===== src/rtl/pool2d_stream_engine_if.sv =====
// Output stream of the pooling engine: one pooled value per window plus its
// output coordinates and a last-window flag, under a valid/ready handshake.
//   master: engine side  (drives out_data/out_valid/out_row/out_col/out_last)
//   slave : consumer side (drives out_ready)
interface pool2d_stream_engine_if #(
  parameter int unsigned DATA_W = 16,
  parameter int unsigned ROW_W  = 1,
  parameter int unsigned COL_W  = 1
);
  logic signed [DATA_W-1:0] out_data;
  logic                     out_valid;
  logic                     out_ready;
  logic [ROW_W-1:0]         out_row;
  logic [COL_W-1:0]         out_col;
  logic                     out_last;

  modport master (
    output out_data, out_valid, out_row, out_col, out_last,
    input  out_ready
  );

  modport slave (
    input  out_data, out_valid, out_row, out_col, out_last,
    output out_ready
  );
endinterface


===== src/rtl/pool2d_stream_engine.sv =====
// 2-D pooling engine: snapshots a row-major activation map on start, walks
// every POOL_K x POOL_K window at STRIDE, reduces it (max or floor-average)
// one element per cycle and streams one value per window.
// Ports:
//   clk, reset   clock, asynchronous active-high reset
//   start, mode  begin pooling (sampled in IDLE); 0=max, 1=average
//   act_map      packed map, element (r,c) at [(r*MAP_W+c)*DATA_W +: DATA_W]
//   busy, done   high outside IDLE; one-cycle pulse after the final handshake
//   out_if       pooled-value stream (master side)
module pool2d_stream_engine #(
  parameter int unsigned DATA_W = 16,
  parameter int unsigned MAP_H  = 4,
  parameter int unsigned MAP_W  = 4,
  parameter int unsigned POOL_K = 2,
  parameter int unsigned STRIDE = 2
) (
  input  logic                          clk,
  input  logic                          reset,
  input  logic                          start,
  input  logic                          mode,
  input  logic [MAP_H*MAP_W*DATA_W-1:0] act_map,
  output logic                          busy,
  output logic                          done,
  pool2d_stream_engine_if.master        out_if
);

  localparam int unsigned OUT_H     = (MAP_H - POOL_K) / STRIDE + 1;
  localparam int unsigned OUT_W     = (MAP_W - POOL_K) / STRIDE + 1;
  localparam int unsigned NWIN      = POOL_K * POOL_K;
  localparam int unsigned LOG2_NWIN = $clog2(NWIN);
  localparam int unsigned ACC_W     = DATA_W + LOG2_NWIN;
  localparam int unsigned ROW_W     = (OUT_H > 1) ? $clog2(OUT_H) : 1;
  localparam int unsigned COL_W     = (OUT_W > 1) ? $clog2(OUT_W) : 1;
  localparam int unsigned K_W       = (POOL_K > 1) ? $clog2(POOL_K) : 1;
  localparam int unsigned MR_W      = (MAP_H > 1) ? $clog2(MAP_H) : 1;
  localparam int unsigned MC_W      = (MAP_W > 1) ? $clog2(MAP_W) : 1;

  typedef enum logic [1:0] {
    ST_IDLE,
    ST_ACCUM,
    ST_EMIT,
    ST_DONE
  } state_e;

  state_e                   state_q, state_d;
  logic signed [DATA_W-1:0] snap_q [MAP_H][MAP_W];
  logic signed [DATA_W-1:0] snap_d [MAP_H][MAP_W];
  logic signed [DATA_W-1:0] map_view [MAP_H][MAP_W];
  logic                     mode_q, mode_d;
  logic [ROW_W-1:0]         orow_q, orow_d;
  logic [COL_W-1:0]         ocol_q, ocol_d;
  logic [K_W-1:0]           kr_q, kr_d;
  logic [K_W-1:0]           kc_q, kc_d;
  logic signed [ACC_W-1:0]  acc_q, acc_d;
  logic signed [DATA_W-1:0] data_q, data_d;
  logic                     valid_q, valid_d;
  logic                     last_q, last_d;
  logic                     busy_q, busy_d;
  logic                     done_q, done_d;

  logic [MR_W-1:0]          elem_r;
  logic [MC_W-1:0]          elem_c;
  logic signed [DATA_W-1:0] elem;
  logic signed [ACC_W-1:0]  elem_ext;
  logic signed [ACC_W-1:0]  acc_next;
  logic signed [ACC_W-1:0]  avg_val;
  logic signed [DATA_W-1:0] result;
  logic                     first_elem;
  logic                     last_elem;
  logic                     win_last;

  // Unpacked view of the input map, used only for the snapshot.
  for (genvar r = 0; r < MAP_H; r++) begin : g_row
    for (genvar c = 0; c < MAP_W; c++) begin : g_col
      assign map_view[r][c] = act_map[(r*MAP_W+c)*DATA_W +: DATA_W];
    end
  end

  // Window element fetch and reduction step.
  always_comb begin
    elem_r     = MR_W'(32'(orow_q) * STRIDE + 32'(kr_q));
    elem_c     = MC_W'(32'(ocol_q) * STRIDE + 32'(kc_q));
    elem       = snap_q[elem_r][elem_c];
    elem_ext   = ACC_W'(elem);
    first_elem = (kr_q == '0) && (kc_q == '0);
    last_elem  = (kr_q == K_W'(POOL_K - 1)) && (kc_q == K_W'(POOL_K - 1));
    win_last   = (orow_q == ROW_W'(OUT_H - 1)) && (ocol_q == COL_W'(OUT_W - 1));
    if (mode_q) begin
      acc_next = first_elem ? elem_ext : acc_q + elem_ext;
    end else begin
      acc_next = (first_elem || (elem_ext > acc_q)) ? elem_ext : acc_q;
    end
    // Arithmetic shift gives floor toward -inf; the mean always fits DATA_W.
    avg_val = acc_next >>> LOG2_NWIN;
    result  = mode_q ? DATA_W'(avg_val) : DATA_W'(acc_next);
  end

  // Next-state and registered-output logic.
  always_comb begin
    state_d = state_q;
    snap_d  = snap_q;
    mode_d  = mode_q;
    orow_d  = orow_q;
    ocol_d  = ocol_q;
    kr_d    = kr_q;
    kc_d    = kc_q;
    acc_d   = acc_q;
    data_d  = data_q;
    valid_d = valid_q;
    last_d  = last_q;
    done_d  = 1'b0;

    unique case (state_q)
      ST_IDLE: begin
        if (start) begin
          snap_d  = map_view;
          mode_d  = mode;
          orow_d  = '0;
          ocol_d  = '0;
          kr_d    = '0;
          kc_d    = '0;
          state_d = ST_ACCUM;
        end
      end
      ST_ACCUM: begin
        acc_d = acc_next;
        if (last_elem) begin
          data_d  = result;
          valid_d = 1'b1;
          last_d  = win_last;
          kr_d    = '0;
          kc_d    = '0;
          state_d = ST_EMIT;
        end else if (kc_q == K_W'(POOL_K - 1)) begin
          kc_d = '0;
          kr_d = kr_q + K_W'(1);
        end else begin
          kc_d = kc_q + K_W'(1);
        end
      end
      ST_EMIT: begin
        if (out_if.out_ready) begin
          valid_d = 1'b0;
          last_d  = 1'b0;
          if (last_q) begin
            done_d  = 1'b1;
            state_d = ST_DONE;
          end else begin
            if (ocol_q == COL_W'(OUT_W - 1)) begin
              ocol_d = '0;
              orow_d = orow_q + ROW_W'(1);
            end else begin
              ocol_d = ocol_q + COL_W'(1);
            end
            state_d = ST_ACCUM;
          end
        end
      end
      ST_DONE: begin
        state_d = ST_IDLE;
      end
      default: begin
        state_d = ST_IDLE;
      end
    endcase

    busy_d = (state_d != ST_IDLE);
  end

  // State and datapath registers.
  always_ff @(posedge clk or posedge reset) begin
    if (reset) begin
      state_q <= ST_IDLE;
      snap_q  <= '{default: '0};
      mode_q  <= 1'b0;
      orow_q  <= '0;
      ocol_q  <= '0;
      kr_q    <= '0;
      kc_q    <= '0;
      acc_q   <= '0;
      data_q  <= '0;
      valid_q <= 1'b0;
      last_q  <= 1'b0;
      busy_q  <= 1'b0;
      done_q  <= 1'b0;
    end else begin
      state_q <= state_d;
      snap_q  <= snap_d;
      mode_q  <= mode_d;
      orow_q  <= orow_d;
      ocol_q  <= ocol_d;
      kr_q    <= kr_d;
      kc_q    <= kc_d;
      acc_q   <= acc_d;
      data_q  <= data_d;
      valid_q <= valid_d;
      last_q  <= last_d;
      busy_q  <= busy_d;
      done_q  <= done_d;
    end
  end

  assign busy             = busy_q;
  assign done             = done_q;
  assign out_if.out_data  = data_q;
  assign out_if.out_valid = valid_q;
  assign out_if.out_row   = orow_q;
  assign out_if.out_col   = ocol_q;
  assign out_if.out_last  = last_q;

endmodule


===== src/flat_wrapper.sv =====
// flat-port wrapper written by rule: the top's interface ports become plain ports
module pool2d_stream_engine_flat 
#(
  parameter int unsigned DATA_W = 16,
  parameter int unsigned MAP_H  = 4,
  parameter int unsigned MAP_W  = 4,
  parameter int unsigned POOL_K = 2,
  parameter int unsigned STRIDE = 2
)
  (clk, reset, start, mode, act_map, busy, done, out_if_out_data, out_if_out_valid, out_if_out_row, out_if_out_col, out_if_out_last, out_if_out_ready);
  pool2d_stream_engine_if #(.DATA_W(DATA_W), .ROW_W(1), .COL_W(1)) out_if_i ();
  input  logic clk;
  input  logic reset;
  input  logic start;
  input  logic mode;
  input  logic [MAP_H*MAP_W*DATA_W-1:0] act_map;
  output logic busy;
  output logic done;
  output wire logic [$bits(out_if_i.out_data)-1:0] out_if_out_data;
  output wire logic [$bits(out_if_i.out_valid)-1:0] out_if_out_valid;
  output wire logic [$bits(out_if_i.out_row)-1:0] out_if_out_row;
  output wire logic [$bits(out_if_i.out_col)-1:0] out_if_out_col;
  output wire logic [$bits(out_if_i.out_last)-1:0] out_if_out_last;
  input wire logic [$bits(out_if_i.out_ready)-1:0] out_if_out_ready;
  assign out_if_out_data = out_if_i.out_data;
  assign out_if_out_valid = out_if_i.out_valid;
  assign out_if_out_row = out_if_i.out_row;
  assign out_if_out_col = out_if_i.out_col;
  assign out_if_out_last = out_if_i.out_last;
  assign out_if_i.out_ready = out_if_out_ready;
  pool2d_stream_engine #(.DATA_W(DATA_W), .MAP_H(MAP_H), .MAP_W(MAP_W), .POOL_K(POOL_K), .STRIDE(STRIDE)) u_core (.clk(clk), .reset(reset), .start(start), .mode(mode), .act_map(act_map), .busy(busy), .done(done), .out_if(out_if_i));
endmodule

===== config.mk =====
export PLATFORM = sky130hd
export DESIGN_NAME = pool2d_stream_engine_flat
export DESIGN_NICKNAME = d
export VERILOG_FILES = /design/src/rtl/pool2d_stream_engine_if.sv /design/src/rtl/pool2d_stream_engine.sv /design/src/flat_wrapper.sv
export SDC_FILE = /design/constraint.sdc
export NUM_CORES = 1
export LEC_CHECK = 0
export BUFFER_PORTS_ARGS = -buffer_cell sky130_fd_sc_hd__buf_2
export CAP_MARGIN = 15
export CORE_MARGIN = 5
export CORE_UTILIZATION = 30
export CTS_CLUSTER_SIZE = 30
export DETAILED_ROUTE_END_ITERATION = 6
export GPL_ROUTABILITY_DRIVEN = 0
export SLEW_MARGIN = 15
export SYNTH_ARGS = -nofsm -noshare
export SYNTH_HDL_FRONTEND = slang
export SYNTH_SLANG_ARGS = --single-unit

===== constraint.sdc =====
create_clock -name clk -period 13.6 [get_ports clk]
set_clock_uncertainty 0.15 [all_clocks]
set_input_delay 1.36 -clock clk [delete_from_list [all_inputs] [get_ports clk]]
set_output_delay 1.36 -clock clk [all_outputs]
set_load 0.01 [all_outputs]

== Word-level counts from Yosys, hierarchy flattened ==
Index checks and enable logic that the tools add are counted.

* Reduce and logical (&&, ||, !) cells: 16
* Bitwise operators: 4
* Order comparisons: 3
* Multiplexer cells: 38
* Equal/unequal tests: 9
* Add/subtract/negate cells: 7

{| class="wikitable"
|+ Operators by type and width
! kind !! number
|-
| $bmux W64 S2 || 1
|-
| $mux W64 || 2
|-
| $mux W18 || 3
|-
| $mux W16 || 3
|-
| $bmux W16 S2 || 1
|-
| $add A18 B16 Y18 || 1
|-
| $gt A16 B18 Y1 || 1
|-
| $mux W1 || 17
|-
| $pmux W1 S2 || 6
|-
| $mux W2 || 4
|-
| $pmux W2 S4 || 1
|-
| $reduce_bool A2 Y1 || 4
|-
| $ge A3 B3 Y1 const B || 2
|-
| $ne A2 B2 Y1 const B || 3
|-
| $not A2 Y3 || 2
|-
| $reduce_and A2 Y1 || 3
|-
| $reduce_and A3 Y1 || 2
|-
| $reduce_and A5 Y1 || 1
|-
| $add A1 B1 Y1 const B || 4
|-
| $add A2 B1 Y2 || 2
|-
| $eq A2 B2 Y1 const B || 2
|-
| $ne A2 B1 Y1 const B || 2
|-
| $reduce_and A4 Y1 || 1
|-
| $logic_and A1 B1 Y1 || 3
|-
| 5 further kinds || 6
|}

* Output and inout bits: 22
* Input bits: 261
* Register bits: 301

== Logic depth before layout (Yosys ltp) ==
Gate-level depths: netlist of run 1.

* Depth in word-level cells: 13
* Depth in mapped cells: 18

== Worst setup path before layout of run 1 ==
Ideal clock, no wire load.

* Kind: reg2reg
* Start point: reg u_core.orow_q, in the netlist u_core.out_if.out_row
* End point: reg u_core.acc_q[17]
* Data required time: 13.349 ns
* Data arrival time: 4.040 ns
* Period minus slack after synthesis: 4.291 ns
* Library setup time: 0.101 ns
* Cell stages (with the launch flop): 17
* Slack: 9.309 ns
* Buffers on the path: 3
* Path through: dfrtp_1 buf_2 buf_2 buf_2 mux4_2 mux2i_1 nand2_1 o21ai_1 inv_1 ha_1 nor3b_2 o31ai_1 a2111oi_4 a2111oi_2 or4_1 and4_1 o311ai_2

* Longest elaborated chain between the ends: 12

{| class="wikitable"
|+ RTL lines
! element !! line !! text
|-
| start: declaration || pool2d_stream_engine.sv:50 || <nowiki>logic [ROW_W-1:0] orow_q, orow_d;</nowiki>
|-
| start signal: assignment || pool2d_stream_engine.sv:190 || <nowiki>orow_q <= orow_d;</nowiki>
|-
| $add A2 B1 Y2 (*) || pool2d_stream_engine.sv:81 || <nowiki>elem_r = MR_W'(32'(orow_q) * STRIDE + 32'(kr_q));</nowiki>
|-
| $not A2 Y3 (not written as such) (*) || pool2d_stream_engine.sv:83 || <nowiki>elem = snap_q[elem_r][elem_c];</nowiki>
|-
| $bmux W64 S2 (*) || pool2d_stream_engine.sv:83 ||
|-
| $mux W64 (not written as such) (*) (2 in a row) || pool2d_stream_engine.sv:83 ||
|-
| $bmux W16 S2 (*) || pool2d_stream_engine.sv:83 ||
|-
| $mux W16 (not written as such) (*) (2 in a row) || pool2d_stream_engine.sv:83 ||
|-
| $gt A16 B18 Y1 || pool2d_stream_engine.sv:91 || <nowiki>acc_next = (first_elem || (elem_ext > acc_q)) ? elem_ext : acc_q;</nowiki>
|-
| $logic_or A1 B1 Y1 || pool2d_stream_engine.sv:91 ||
|-
| $mux W18 || pool2d_stream_engine.sv:91 ||
|-
| $mux W18 (*) || pool2d_stream_engine.sv:88 || <nowiki>if (mode_q) begin</nowiki>
|-
| end signal: assignment || pool2d_stream_engine.sv:180 || <nowiki>acc_q <= '0;</nowiki>
|-
| end signal: assignment || pool2d_stream_engine.sv:194 || <nowiki>acc_q <= acc_d;</nowiki>
|-
| end: declaration || pool2d_stream_engine.sv:54 || <nowiki>logic signed [ACC_W-1:0] acc_q, acc_d;</nowiki>
|}

Mark *: on every way between the ends. The rest lies on a longest branch, timed or not. The select of a mux whose other input is x is not followed.
A chain may end at the register's enable or synchronous reset.

== Worst setup path after layout of run 1 ==
* Start point: reg u_core.kr_q
* End point: reg u_core.acc_q[16]

* Longest elaborated chain between the ends: 12

{| class="wikitable"
|+ RTL lines
! element !! line !! text
|-
| start: declaration || pool2d_stream_engine.sv:52 || <nowiki>logic [K_W-1:0] kr_q, kr_d;</nowiki>
|-
| start signal: assignment || pool2d_stream_engine.sv:192 || <nowiki>kr_q <= kr_d;</nowiki>
|-
| $add A2 B1 Y2 || pool2d_stream_engine.sv:81 ||
|-
| $not A2 Y3 (not written as such) || pool2d_stream_engine.sv:83 ||
|-
| $bmux W64 S2 || pool2d_stream_engine.sv:83 ||
|-
| $mux W64 (not written as such) (2 in a row) || pool2d_stream_engine.sv:83 ||
|-
| $bmux W16 S2 || pool2d_stream_engine.sv:83 ||
|-
| $mux W16 (not written as such) (2 in a row) || pool2d_stream_engine.sv:83 ||
|-
| $gt A16 B18 Y1 || pool2d_stream_engine.sv:91 ||
|-
| $logic_or A1 B1 Y1 || pool2d_stream_engine.sv:91 ||
|-
| $mux W18 || pool2d_stream_engine.sv:91 ||
|-
| $mux W18 (*) || pool2d_stream_engine.sv:88 ||
|}

Marked as above.

==> summary.md, run 1 <==
| Metric | Value |
|---|---|
| Hold_buf cts | `0` |
| Post-synthesis mux area share | `12.0%` |
| Synth Area in Simple Gates | `24.5%` |
| Port Buf Inserts | `282` |
| Slowest CP cell | `dfrtp_4` |
| RSZ-0062 raised after global routing | `no` |
| EDFF count, synth | `0` |
| Worst EP required | `13.89 ns` |
| WL/cell | `19.3 um` |
| Crit Path Max Fanout | `41` |
| Setup CP Type | `reg2reg` |
| Syn_nets | `1,980` |
| Drt initial violations | `1,092` |
| Crit end category | `register` |
| Cell chain of the critical path | `buf_4 > mux4_2 > mux2i_1 > a21oi_1 > ha_1 > and4_1 > and4_1 > a32o_1 > nand2_1 > a21oi_1 > nor2_2 > mux2i_1` |
| Total GRT Usage | `17.8%` |
| Final setup vio count | `0` |
| Fillers | `5,220` |
| Final Critical Period | `5.77 ns` |
| Post-synth design cell area | `15,400 sq um` |
| Starting Density | `30.1%` |
| Min Hold Slack | `0.318 ns` |
| Adder-Cell Fraction of Synth Area | `2.98%` |
| Routed Antenna Nets | `0` |
| Max-Cap Viols | `0` |
| Final Max Tran Viols | `0` |
| Row cnt | `83` |
| Endpoints failing hold | `0` |
| Fin nets | `2,210` |
| Post-synth top area cell | `dfrtp_1` |
| Sink Count | `301` |
| Primary FF master, synth | `dfrtp_1` |
| Worst hold path cell count | `2` |
| Sequential power share | `31.2%` |
| Total Wirelength | `50.6 mm` |
| Die height | `236 um` |
| Drt pass-1 iters | `5` |
| FFs w/ async S/R, synth | `100%` |
| Netlist cell types | `74` |
| Min-delay worst type | `reg2reg` |
| Largest family of logic cells by synthesized area | `simple AND/OR/NAND/NOR gates` |
| Synth Instances | `1,683` |
| PwrDens | `285 nW/um^2` |
| FMAX | `173 MHz` |
| Area contributors post-synth | `dfrtp_1 (49%), nand2_1 (20%), mux4_2 (11%), ha_1 (2.9%), clkbuf_1 (1.9%)` |
| Net switching power | `0.00232 W` |
| Vias in the first global route | `13,300` |
| Crit path launch type | `register` |
| DRC viols | `0` |
| Post-Synth XOR/XNOR Area | `0.171%` |
| Chip width | `236 um` |
| Sw Ratio | `44.2%` |
| Worst Tran Pin Value | `1.07 ns` |
| Routed vias | `12,900` |
| Clock Path Buffers | `3` |
| Clock root cell | `clkbuf_16` |
| Initial antenna violation count | `2` |
| Layout area overhead | `20.1%` |
| Largest net degree at the start of global routing | `99` |
| Post_cts resized | `0` |
| DR vias/cell | `4.94` |
| Clk Latency, worst-skew pair | `0.54 ns` |
| P_int | `0.00293 W` |
| Crit share post-route | `42.4%` |
| Reg clk slew, reported paths | `0.06 ns` |
| Synth warnings | `0` |
| Post-CTS setup buffer count | `0` |
| Cells on worst reg2reg path | `12` |
| Relative slew slack | `29.0%` |
| Combinational Power Share | `51.5%` |
| Crit-path max cell delay | `0.81 ns` |
| HPWL reported at the end of detailed placement | `37.6 mm` |
| Peak supply drop | `0.109 mV` |
| Setup_tns | `0 ns` |
| Core Area | `51,000 sq um` |
| Avg Inst Size Synth | `9.13 sq um` |
| H-tree levels | `2` |
| DIE AREA | `55,800 sq um` |
| Post-synthesis compound-gate area fraction | `7.56%` |
| Top-Level Pins | `283` |
| Run status | `complete, no violations` |
| Cts bufs inserted | `34` |
| Layout cells sized above 1 | `23.1%` |
| Worst Path Arrival | `6.05 ns` |
| Register area share after synthesis | `49.0%` |
| Clock Power Share | `17.3%` |
| Register bit total from synthesis | `301` |
| CTS tree | `built` |
| Post-synth top area share | `49.0%` |
| Grt total ovfl | `0` |
| Leak | `9.23 nW` |
| First-pass GRT wire length | `79.0 mm` |
final timing paths:
path | from | to | slack, ns
worst max-delay path | u_core.kr_q | u_core.acc_q[16] | 7.83
worst min-delay path | u_core.snap_q[146] | u_core.snap_q[146] | 0.32
worst max register to register | u_core.kr_q | u_core.acc_q[16] | 7.83
worst min register to register | u_core.snap_q[146] | u_core.snap_q[146] | 0.32
max in group asynchronous | reset | u_core.out_if.out_row | 10.93
min in group asynchronous | reset | u_core.snap_q[243] | 0.79
state kept, by name (all words and copies together) (netlist names):
| name | count |
|---|---|
| u_core.acc_q | 18 |
| u_core.mode_q | 1 |
| u_core.snap_q | 256 |
| u_core.done | 1 |
| u_core.out_if.out_row | 1 |
| u_core.out_if.out_valid | 1 |
| u_core.state_q | 2 |
| u_core.busy | 1 |
| u_core.out_if.out_data | 16 |
| u_core.out_if.out_col | 1 |
| u_core.kc_q | 1 |
| u_core.kr_q | 1 |
| u_core.out_if.out_last | 1 |
routing by layer:
metal	share of wire [%]	track usage, %	up-vias	wire [um]
met2	47	28.9	455	23900
met1	43	24.7	6318	22000
met5	0.026	0	-	13
met4	2.3	4.22	2	1170
li1	-	-	6086	-
met3	6.9	3.54	72	3500
power groups by stage:
stage | clock, W | combinational [W] | sequential [W]
2_1_floorplan | 0 | 0.00200 | 0.00151
3_3_place_gp | 0 | 0.00262 | 0.00165
3_5_place_dp | 0 | 0.00267 | 0.00165
4_1_cts | 0.000932 | 0.00269 | 0.00164
5_1_grt | 0.000970 | 0.00299 | 0.00169
6_report | 0.000911 | 0.00270 | 0.00164
worst max-delay path: cells and delay by family, from the launching register on:
kind / cells / cell delay, ns
flip-flops: 1 / 0.81
AND/OR/NAND/NOR: 4 / 1.55
AO/OA/AOI/OAI: 3 / 0.75
buffers and inverters: 1 / 0.66
adder cells (fa/ha/maj): 1 / 0.41
multiplexers: 3 / 1.28
per-stage QoR:
| step | std cells | setup slack (ns) | total power, W | util [%] | cell area [sq um] |
|---|---|---|---|---|---|
| after floorplan | 1683 | 3.77 | 0.00351 | - | 15400 |
| after global placement | 2557 | 8.03 | 0.00427 | 34.0 | 17300 |
| after detailed placement | 2557 | 7.91 | 0.00432 | 34.0 | 17300 |
| after CTS | 2618 | 7.89 | 0.00526 | 36.2 | 18400 |
| after global routing | 2619 | 7.54 | 0.00565 | 36.2 | 18400 |
| final | 2619 | 7.83 | 0.00526 | 36.2 | 18400 |
logic make-up (layout without fill, tap and decap cells):
family | Yosys count | count (layout)
multiplexers | 92 | 92
XOR/XNOR | 3 | 3
flip-flops | 301 | 301
other | 0 | 1
AND/OR/NAND/NOR | 941 | 941
buffers and inverters | 140 | 395
adder cells (fa/ha/maj) | 36 | 36
AO/OA/AOI/OAI | 170 | 170
cells in the mapped netlist, drive strengths merged (2+ instances only):
| cell | instances |
|---|---|
| a2111oi | 4 |
| a211o | 2 |
| a211oi | 11 |
| a21o | 7 |
| a21oi | 38 |
| a221oi | 2 |
| a22oi | 4 |
| a2bb2oi | 4 |
| a311oi | 3 |
| a31oi | 10 |
| and2 | 2 |
| and3 | 3 |
| and4 | 6 |
| buf | 29 |
| clkbuf | 76 |
| dfrtp | 301 |
| ha | 35 |
| inv | 34 |
| mux2 | 7 |
| mux2i | 12 |
| mux4 | 73 |
| nand2 | 808 |
| nand2b | 7 |
| nand3 | 21 |
| nand4 | 3 |
| nor2 | 39 |
| nor2b | 11 |
| nor3 | 17 |
| nor3b | 3 |
| nor4 | 4 |
| o2111a | 4 |
| o2111ai | 3 |
| o211ai | 3 |
| o21a | 2 |
| o21ai | 36 |
| o21bai | 3 |
| o22ai | 8 |
| o311ai | 4 |
| o31ai | 14 |
| or2 | 3 |
| or3 | 8 |
| or4 | 2 |
| xnor2 | 2 |
layout make-up:
cell class,instances,area [sq um],share of cell area [%]
antenna,1,2.50,0.0136
clock buffer,51,1010,5.45
clock inverter,10,105,0.570
multi-input combinational,1242,7270,39.4
inverter,35,139,0.753
sequential,301,7540,40.9
timing repair buffer,299,1540,8.34
tap,680,851,4.61
layout by cell type (no fill, tap or decap), types with 4 or more instances in the layout:
master / instances
buf_2: 282
a211oi_1: 11
clkbuf_1: 9
clkinv_2: 5
a21o_1: 7
clkbuf_16: 35
mux4_2: 73
clkbuf_8: 7
and4_1: 6
nand2b_1: 7
o2111a_1: 4
a21oi_1: 38
nor2b_1: 11
nand3_1: 21
or3_1: 7
a2bb2oi_1: 4
nor3_1: 17
o22ai_1: 8
mux2_2: 6
o21ai_0: 19
a22oi_1: 4
dfrtp_1: 299
inv_1: 31
o21ai_1: 17
o31ai_1: 13
ha_1: 35
buf_4: 17
nand2_1: 808
mux2i_1: 12
a31oi_1: 10
nor2_1: 38
Note: power is estimated with default switching activity, not from simulation.
==> run 2, diff against run 1 <==
ABC_AREA = 1   (was not set)
clock period = 5.3 ns   (was 13.6 ns; I/O delays follow)
==> run 2 against run 1 <==
Net effect: largest cell class unchanged; largest power group unchanged; flip-flop and latch count did not move; sequential power grew to 2.5 times the previous value; critical path depth increased by 9; via count rose by 16%; routed wire length increased by 9.8%; non-clock buffer count up 6; synthesized cell count rose by 27%; register-to-register slack got worse by 7.0 ns.
==> summary.md, run 2 <==
| Metric | Value |
|---|---|
| Run status | `complete, no violations (unchanged)` |
| Worst Tran Pin Value | `1.03 ns (was 1.07 ns)` |
| Max reg flops | `256 (unchanged)` |
| Final Max Tran Viols | `0 (unchanged)` |
| Most frequent cells in the layout | `nand2_1 (902), dfrtp_1 (298), buf_2 (282) (was nand2_1 (808), dfrtp_1 (299), buf_2 (282))` |
| DRC viols | `0 (unchanged)` |
| Cells on worst reg2reg path | `21 (was 12)` |
| Post-synth top area share | `48.1% (was 49.0%)` |
| Synth Instances | `2,133 (was 1,683)` |
| Reg with most FFs | `u_core.snap_q (unchanged)` |
| Peak supply drop | `0.293 mV (was 0.109 mV)` |
| Setup_tns | `0 ns (unchanged)` |
| Row cnt | `83 (unchanged)` |
| Die height | `238 um (was 236 um)` |
| DR vias/cell | `4.92 (was 4.94)` |
| PwrDens | `763 nW/um^2 (was 285 nW/um^2)` |
| Vias in the first global route | `14,900 (was 13,300)` |
| Worst EP required | `5.58 ns (was 13.89 ns)` |
| Clock root cell | `clkbuf_16 (unchanged)` |
| Post-synth top area cell | `dfrtp_1 (unchanged)` |
| Core Area | `51,500 sq um (was 51,000 sq um)` |
| Sink Count | `301 (unchanged)` |
| Hold_buf cts | `0 (unchanged)` |
| Min-delay worst type | `in2async (was reg2reg)` |
| Top-count cell post-synth | `nand2_1 (unchanged)` |
| Clock Path Buffers | `3 (unchanged)` |
| Routed Antenna Nets | `0 (unchanged)` |
| Port Buf Inserts | `282 (unchanged)` |
| Crit path launch type | `register (unchanged)` |
| Drt pass-1 iters | `5 (unchanged)` |
| Starting Density | `30.4% (was 30.1%)` |
| Largest net degree at the start of global routing | `184 (was 99)` |
| Max-Cap Viols | `0 (unchanged)` |
| Primary FF master, synth | `dfrtp_1 (unchanged)` |
| Final Critical Period | `4.44 ns (was 5.77 ns)` |
| Min Hold Slack | `0.0199 ns (was 0.318 ns)` |
| RSZ-0062 raised after global routing | `no (unchanged)` |
| Synth cell count leaders | `nand2_1 (903), dfrtp_1 (301), o21ai_0 (188) (was nand2_1 (808), dfrtp_1 (301), clkbuf_1 (76))` |
| Post-CTS setup buffer count | `0 (unchanged)` |
| Relative slew slack | `31.4% (was 29.0%)` |
| Post_cts resized | `0 (unchanged)` |
| Register area share after synthesis | `48.1% (was 49.0%)` |
| FFs w/ async S/R, synth | `100% (unchanged)` |
| HPWL reported at the end of detailed placement | `40.6 mm (was 37.6 mm)` |
| N_diodes | `0 (was 1)` |
| Reg clk slew, reported paths | `0.06 ns (about the same)` |
| H-tree levels | `2 (unchanged)` |
| First-pass GRT wire length | `86.5 mm (was 79.0 mm)` |
| Area contributors post-synth | `dfrtp_1 (48%), nand2_1 (22%), o21ai_0 (6.0%), nor2_1 (4.0%), a21oi_1 (3.1%) (was dfrtp_1 (49%), nand2_1 (20%), mux4_2 (11%), ha_1 (2.9%), clkbuf_1 (1.9%))` |
| DIE AREA | `56,800 sq um (was 55,800 sq um)` |
| Avg Inst Size Synth | `7.34 sq um (was 9.13 sq um)` |
| WL/cell | `18.2 um (was 19.3 um)` |
| Total GRT Usage | `19.2% (was 17.8%)` |
| Post-synth design cell area | `15,600 sq um (was 15,400 sq um)` |
| Layout cells sized above 1 | `15.8% (was 23.1%)` |
| Netlist cell types | `34 (was 74)` |
| Commonest non-fill, non-tap cell in the layout | `nand2_1 (unchanged)` |
| Cts bufs inserted | `35 (was 34)` |
| Routed vias | `15,000 (was 12,900)` |
| Leak | `9.92 nW (was 9.23 nW)` |
| Grt total ovfl | `0 (unchanged)` |
| Top-Level Pins | `283 (unchanged)` |
| Tot Pwr | `0.0144 W (was 0.00526 W)` |
| Final setup vio count | `0 (unchanged)` |
| Worst R2R Setup Slack | `0.86 ns (was 7.83 ns)` |
| Syn_nets | `2,430 (was 1,980)` |
| Worst Path Arrival | `4.71 ns (was 6.05 ns)` |
| Endpoints failing hold | `0 (unchanged)` |
| Chip width | `238 um (was 236 um)` |
| Drt initial violations | `1,417 (was 1,092)` |
| Setup CP Type | `reg2reg (unchanged)` |
| Crit end category | `register (unchanged)` |
| Total Wirelength | `55.5 mm (was 50.6 mm)` |
| FMAX | `225 MHz (was 173 MHz)` |
| Clk Latency, worst-skew pair | `0.54 ns (about the same)` |
| EDFF count, synth | `0 (unchanged)` |
| Synth warnings | `0 (unchanged)` |
| Layout area overhead | `20.4% (was 20.1%)` |
| Register bit total from synthesis | `301 (unchanged)` |
| Crit Path Max Fanout | `40 (was 41)` |
| CTS tree | `built (unchanged)` |
| Crit share post-route | `83.7% (was 42.4%)` |
| Initial antenna violation count | `1 (was 2)` |
| Fin nets | `2,646 (was 2,210)` |
run 2: final timing paths:
kind,startpoint,to
min in group clk,act_map[29],u_core.snap_q[237]
worst min-delay path,reset,u_core.snap_q[14]
worst min register to register,u_core.out_if.out_valid,u_core.out_if.out_valid
worst max-delay path,u_core.kr_q,u_core.acc_q[14]
worst max register to register,u_core.kr_q,u_core.acc_q[14]
max in group asynchronous,reset,u_core.snap_q[133]
run 2: worst max-delay path: stages, from the launching register on:
cell and delay (ns):
dfrtp_4 0.65, inv_4 0.46, buf_4 0.36, o21ai_0 0.12, o221ai_1 0.25, nand3_1 0.22, nand2_1 0.17, ha_1 0.29
fa_1 0.25, nand2_1 0.08, nand3_1 0.06, o21ai_0 0.13, o21ai_0 0.37, nand2_1 0.16, nand3_1 0.10, nand2_1 0.05
nand3_1 0.06, nand2_1 0.07, nand2_1 0.10, nand2_1 0.07, nand2_1 0.06, nand2_1 0.05
run 2: cell families (layout without fill, tap and decap cells):
group | Yosys count | in the layout | synth area share [%]
compound gates | 362 | 362 | 12.9
fa+ha+maj | 36 | 36 | 2.93
flops | 301 | 301 | 48.1
simple gates | 1183 | 1183 | 29.6
xor+xnor | 1 | 1 | 0.0560
buf+inv | 250 | 491 | 6.39
run 2: final cells by class:
| class | count | area (sq um) |
|---|---|---|
| Clock buffer | 56 | 1110 |
| Inverter | 124 | 479 |
| Fill cell | 5529 | 32700 |
| Sequential cell | 301 | 7540 |
| Clock inverter | 6 | 105 |
| Tap cell | 680 | 851 |
| Multi-Input combinational cell | 1582 | 7120 |
| Timing Repair Buffer | 305 | 1630 |
run 2: metrics by stage:
stage | utilization (%) | std cells | instance area, sq um | worst slack, ns
floorplan | - | 2133 | 15700 | 0.619
global placement | 34.2 | 2992 | 17600 | 1.02
detailed placement | 34.2 | 2992 | 17600 | 1.00
CTS | 36.6 | 3054 | 18800 | 0.973
global route | 36.6 | 3054 | 18800 | 0.514
finish | 36.6 | 3054 | 18800 | 0.863
run 2: routing by layer:
layer / routed length (um) / vias up / global-route usage (%)
li1: - / 7239 / -
met1: 25000 / 7166 / 27.8
met2: 24900 / 550 / 29.4
met3: 4220 / 67 / 4.37
met4: 1300 / 2 / 4.52
met5: 17 / - / 0
run 2: where the power goes:
group / total [W] / switching [W] / internal [W] / leakage, nW
clock network: 0.00254 / 0.000972 / 0.00157 / 0.599
registers: 0.00412 / 0.000724 / 0.00340 / 3.71
logic: 0.00771 / 0.00529 / 0.00243 / 5.61
total: 0.0144 / 0.00698 / 0.00740 / 9.92
==> run 3, diff against run 2 <==
clock period = 4.3 ns   (was 5.3 ns; I/O delays follow)
==> run 3 against run 2 <==
Net effect: critical path depth shrank 1; first-iteration DRC count grew 16%; flip-flop and latch count is the same; clock-buffer cell count shrank 4; cell count grew 9.1%; combinational power grew 31%; via count grew 9.2%; core utilization grew 5.5 points; global-route usage grew 1.2 points; non-clock buffer count grew 272; hold slack gained 0.013 ns; setup slack lost 0.51 ns; critical endpoint unchanged; highest routed layer is now met4.
==> summary.md, run 3 (synthesis gave the netlist of run 2 again) <==
| Metric | Value |
|---|---|
| Run status | `complete, no violations (unchanged)` |
| Clock root cell | `clkbuf_16 (unchanged)` |
| CTS tree | `built (unchanged)` |
| Crit Reg-Reg Startpoint | `u_core.out_if.out_row (was u_core.kr_q)` |
| Vias in the first global route | `16,500 (was 14,900)` |
| Most Frequent Cell on Critical Path | `nand2_1 (unchanged)` |
| Final setup vio count | `0 (unchanged)` |
| Met3 Usage GRT | `2.96% (was 4.37%)` |
| Worst Tran Pin Value | `0.908 ns (was 1.03 ns)` |
| HPWL reported at the end of detailed placement | `40.2 mm (was 40.6 mm)` |
| Grt total ovfl | `0 (unchanged)` |
| Met1 usage | `28.2% (was 27.8%)` |
| Commonest non-fill, non-tap cell in the layout | `nand2_1 (unchanged)` |
| Buf/Inv on CP | `2 (unchanged)` |
| Busiest layer in global routing | `met2 (unchanged)` |
| Worst EP required | `4.59 ns (was 5.58 ns)` |
| Clock Power Share | `17.9% (was 17.7%)` |
| Setup slack at placement | `0.409 ns (was 1.00 ns)` |
| Relative slew slack | `39.5% (was 31.4%)` |
| Chip width | `238 um (unchanged)` |
| GR Layer Usage met2 | `32.4% (was 29.4%)` |
| Max reg flops | `256 (unchanged)` |
| Layout area overhead | `38.6% (was 20.4%)` |
| Reg clk slew, reported paths | `0.06 ns (about the same)` |
| Hold endpoint | `u_core.snap_q[141]` |
| Reg2reg end | `u_core.acc_q[14] (unchanged)` |
| Crit path launch type | `register (unchanged)` |
| Initial antenna violation count | `1 (unchanged)` |
| Sequential power share | `27.3% (was 28.7%)` |
| Fin nets | `2,920 (was 2,646)` |
| Sink Count | `301 (unchanged)` |
| Stages on worst setup path | `20 (was 21)` |
| Drt pass-1 iters | `5 (unchanged)` |
| Starting Density | `30.4% (unchanged)` |
| Clock Path Buffers | `3 (unchanged)` |
| Reg with most FFs | `u_core.snap_q (unchanged)` |
| Min-delay worst type | `in2reg (was in2async)` |
| Post-layout util | `42.1% (was 36.6%)` |
| Worst hold path cell count | `3` |
| Layout cells sized above 1 | `15.2% (was 15.8%)` |
| Crit-path max cell delay | `0.60 ns (was 0.65 ns)` |
| Hold_sp | `act_map[125]` |
| Slowest CP cell | `dfrtp_4 (unchanged)` |
| CP top delay family | `simple AND/OR/NAND/NOR gates (unchanged)` |
| Crit Path Max Fanout | `25 (was 40)` |
| Final Max Tran Viols | `0 (unchanged)` |
| Clk Latency, worst-skew pair | `0.55 ns (was 0.54 ns)` |
| Total Wirelength | `59.4 mm (was 55.5 mm)` |
| P_int | `0.00955 W (was 0.00740 W)` |
| Largest net degree at the start of global routing | `140 (was 184)` |
| Row cnt | `83 (unchanged)` |
| First-pass GRT wire length | `92.5 mm (was 86.5 mm)` |
| Setup CP Type | `reg2reg (unchanged)` |
| FMAX | `253 MHz (was 225 MHz)` |
| Routed vias | `16,400 (was 15,000)` |
| Cell chain of the critical path | `buf_4 > o21ai_0 > o211ai_1 > nand3_1 > nand2_1 > ha_1 > inv_1 > nand2_1 > nand3_1 > o21ai_0 > o21ai_0 > nand2_1 > nand3_1 > nand2_1 > nand3_1 > nand2_1 > nand2_1 > nand2_1 > nand2_1 > nand2_1 (was inv_4 > buf_4 > o21ai_0 > o221ai_1 > nand3_1 > nand2_1 > ha_1 > fa_1 > nand2_1 > nand3_1 > o21ai_0 > o21ai_0 > nand2_1 > nand3_1 > nand2_1 > nand3_1 > nand2_1 > nand2_1 > nand2_1 > nand2_1 > nand2_1)` |
| Crit share post-route | `91.8% (was 83.7%)` |
| H-tree levels | `2 (unchanged)` |
| Worst R2R Setup Slack | `0.35 ns (was 0.86 ns)` |
| Worst Path Arrival | `4.24 ns (was 4.71 ns)` |
| DRC viols | `0 (unchanged)` |
| Routed Antenna Nets | `0 (unchanged)` |
| DR vias/cell | `4.92 (about the same)` |
| Most frequent cells in the layout | `nand2_1 (902), dfrtp_1 (298), buf_2 (282) (unchanged)` |
| Sw Ratio | `48.0% (was 48.5%)` |
| Crit end category | `register (unchanged)` |
| Drt initial violations | `1,649 (was 1,417)` |
| PwrDens | `846 nW/um^2 (was 763 nW/um^2)` |
| WL/cell | `17.8 um (was 18.2 um)` |
| RSZ-0062 raised after global routing | `no (unchanged)` |
| Die height | `238 um (unchanged)` |
| Top-Level Pins | `283 (unchanged)` |
| Combinational Power Share | `54.8% (was 53.6%)` |
| Leak | `11.1 nW (was 9.92 nW)` |
| DIE AREA | `56,800 sq um (unchanged)` |
| Cells on worst reg2reg path | `20 (was 21)` |
| Post-CTS setup buffer count | `0 (unchanged)` |
| Max-Cap Viols | `0 (unchanged)` |
| Final Worst Setup Slack | `0.352 ns (was 0.863 ns)` |
| Final Critical Period | `3.95 ns (was 4.44 ns)` |
| Core Area | `51,500 sq um (unchanged)` |
| Net switching power | `0.00880 W (was 0.00698 W)` |
| Endpoints failing hold | `0 (unchanged)` |
| Port Buf Inserts | `282 (unchanged)` |
| Peak supply drop | `0.419 mV (was 0.293 mV)` |
| Total GRT Usage | `20.4% (was 19.2%)` |
| Post_cts resized | `0 (unchanged)` |
| Cts bufs inserted | `37 (was 35)` |
run 3: cell count changes in the layout (fill, tap and decap cells not counted), sizes merged:
cell	previous run	this run
clkbuf	56	52
inv	120	123
dlygate4sd3	0	255
clkinv	6	11
buf	305	322
diode	0	1
run 3: power groups by stage:
| stage | combinational (W) | sequential (W) | clock [W] |
|---|---|---|---|
| finish | 0.0101 | 0.00501 | 0.00328 |
| global route | 0.0113 | 0.00515 | 0.00346 |
| CTS | 0.00994 | 0.00499 | 0.00334 |
| detailed placement | 0.00971 | 0.00501 | 0 |
| global placement | 0.00954 | 0.00501 | 0 |
| floorplan | 0.00685 | 0.00476 | 0 |
run 3: through the flow:
step | total power [W] | cells | cell area, sq um | setup TNS, ns | hold WS (ns)
after floorplan | 0.0116 | 2133 | 15700 | -84.59 | 0.294
after global placement | 0.0146 | 3009 | 17800 | 0 | 0.306
after detailed placement | 0.0147 | 3009 | 17800 | 0 | 0.308
after CTS | 0.0183 | 3330 | 21700 | 0 | 0.00672
after global routing | 0.0199 | 3330 | 21700 | 0 | 0.0338
final | 0.0183 | 3331 | 21700 | 0 | 0.0331
run 3: worst max path at each step:
| stage | from | end | slack, ns |
|---|---|---|---|
| 6_report | u_core.out_if.out_row | u_core.acc_q[14] | 0.35 |
| 3_5_place_dp | u_core.kr_q | u_core.acc_q[15] | 0.41 |
| 3_3_place_gp | u_core.kr_q | u_core.acc_q[15] | 0.40 |
| 4_1_cts | u_core.kr_q | u_core.out_if.out_data[15] | 0.40 |
| 5_1_grt | u_core.kr_q | u_core.out_if.out_data[15] | 0.03 |
| 2_1_floorplan | reset | u_core.acc_q[0] | -0.28 |
run 3: worst register-to-register path, stage by stage (launching register included):
cell	delay [ns]
dfrtp_4	0.60
buf_4	0.36
o21ai_0	0.15
o211ai_1	0.35
nand3_1	0.24
nand2_1	0.26
ha_1	0.30
inv_1	0.12
nand2_1	0.09
nand3_1	0.07
o21ai_0	0.12
o21ai_0	0.33
nand2_1	0.17
nand3_1	0.10
nand2_1	0.05
nand3_1	0.09
nand2_1	0.06
nand2_1	0.08
nand2_1	0.06
nand2_1	0.06
nand2_1	0.05
run 3: area by class of cell:
cell class                      count  area (sq um)
Fill cell                        5161         29800
Sequential cell                   301          7540
Multi-Input combinational cell   1582          7120
Timing Repair Buffer              577          4400
Clock buffer                       52          1110
Tap cell                          680           851
Inverter                          124           479
Clock inverter                     14           179
Antenna cell                        1          2.50
run 3: routing by layer:
metal / vias up / part of all wire, %
li1: 7794 / -
met1: 7747 / 44
met2: 710 / 46
met3: 152 / 6.7
met4: 0 / 4.0
met5: - / 0
run 3: repair_timing:
action,CTS,global route
hold buffers,255,0
hold endpoints to repair,277,0
setup endpoints to repair,0,0
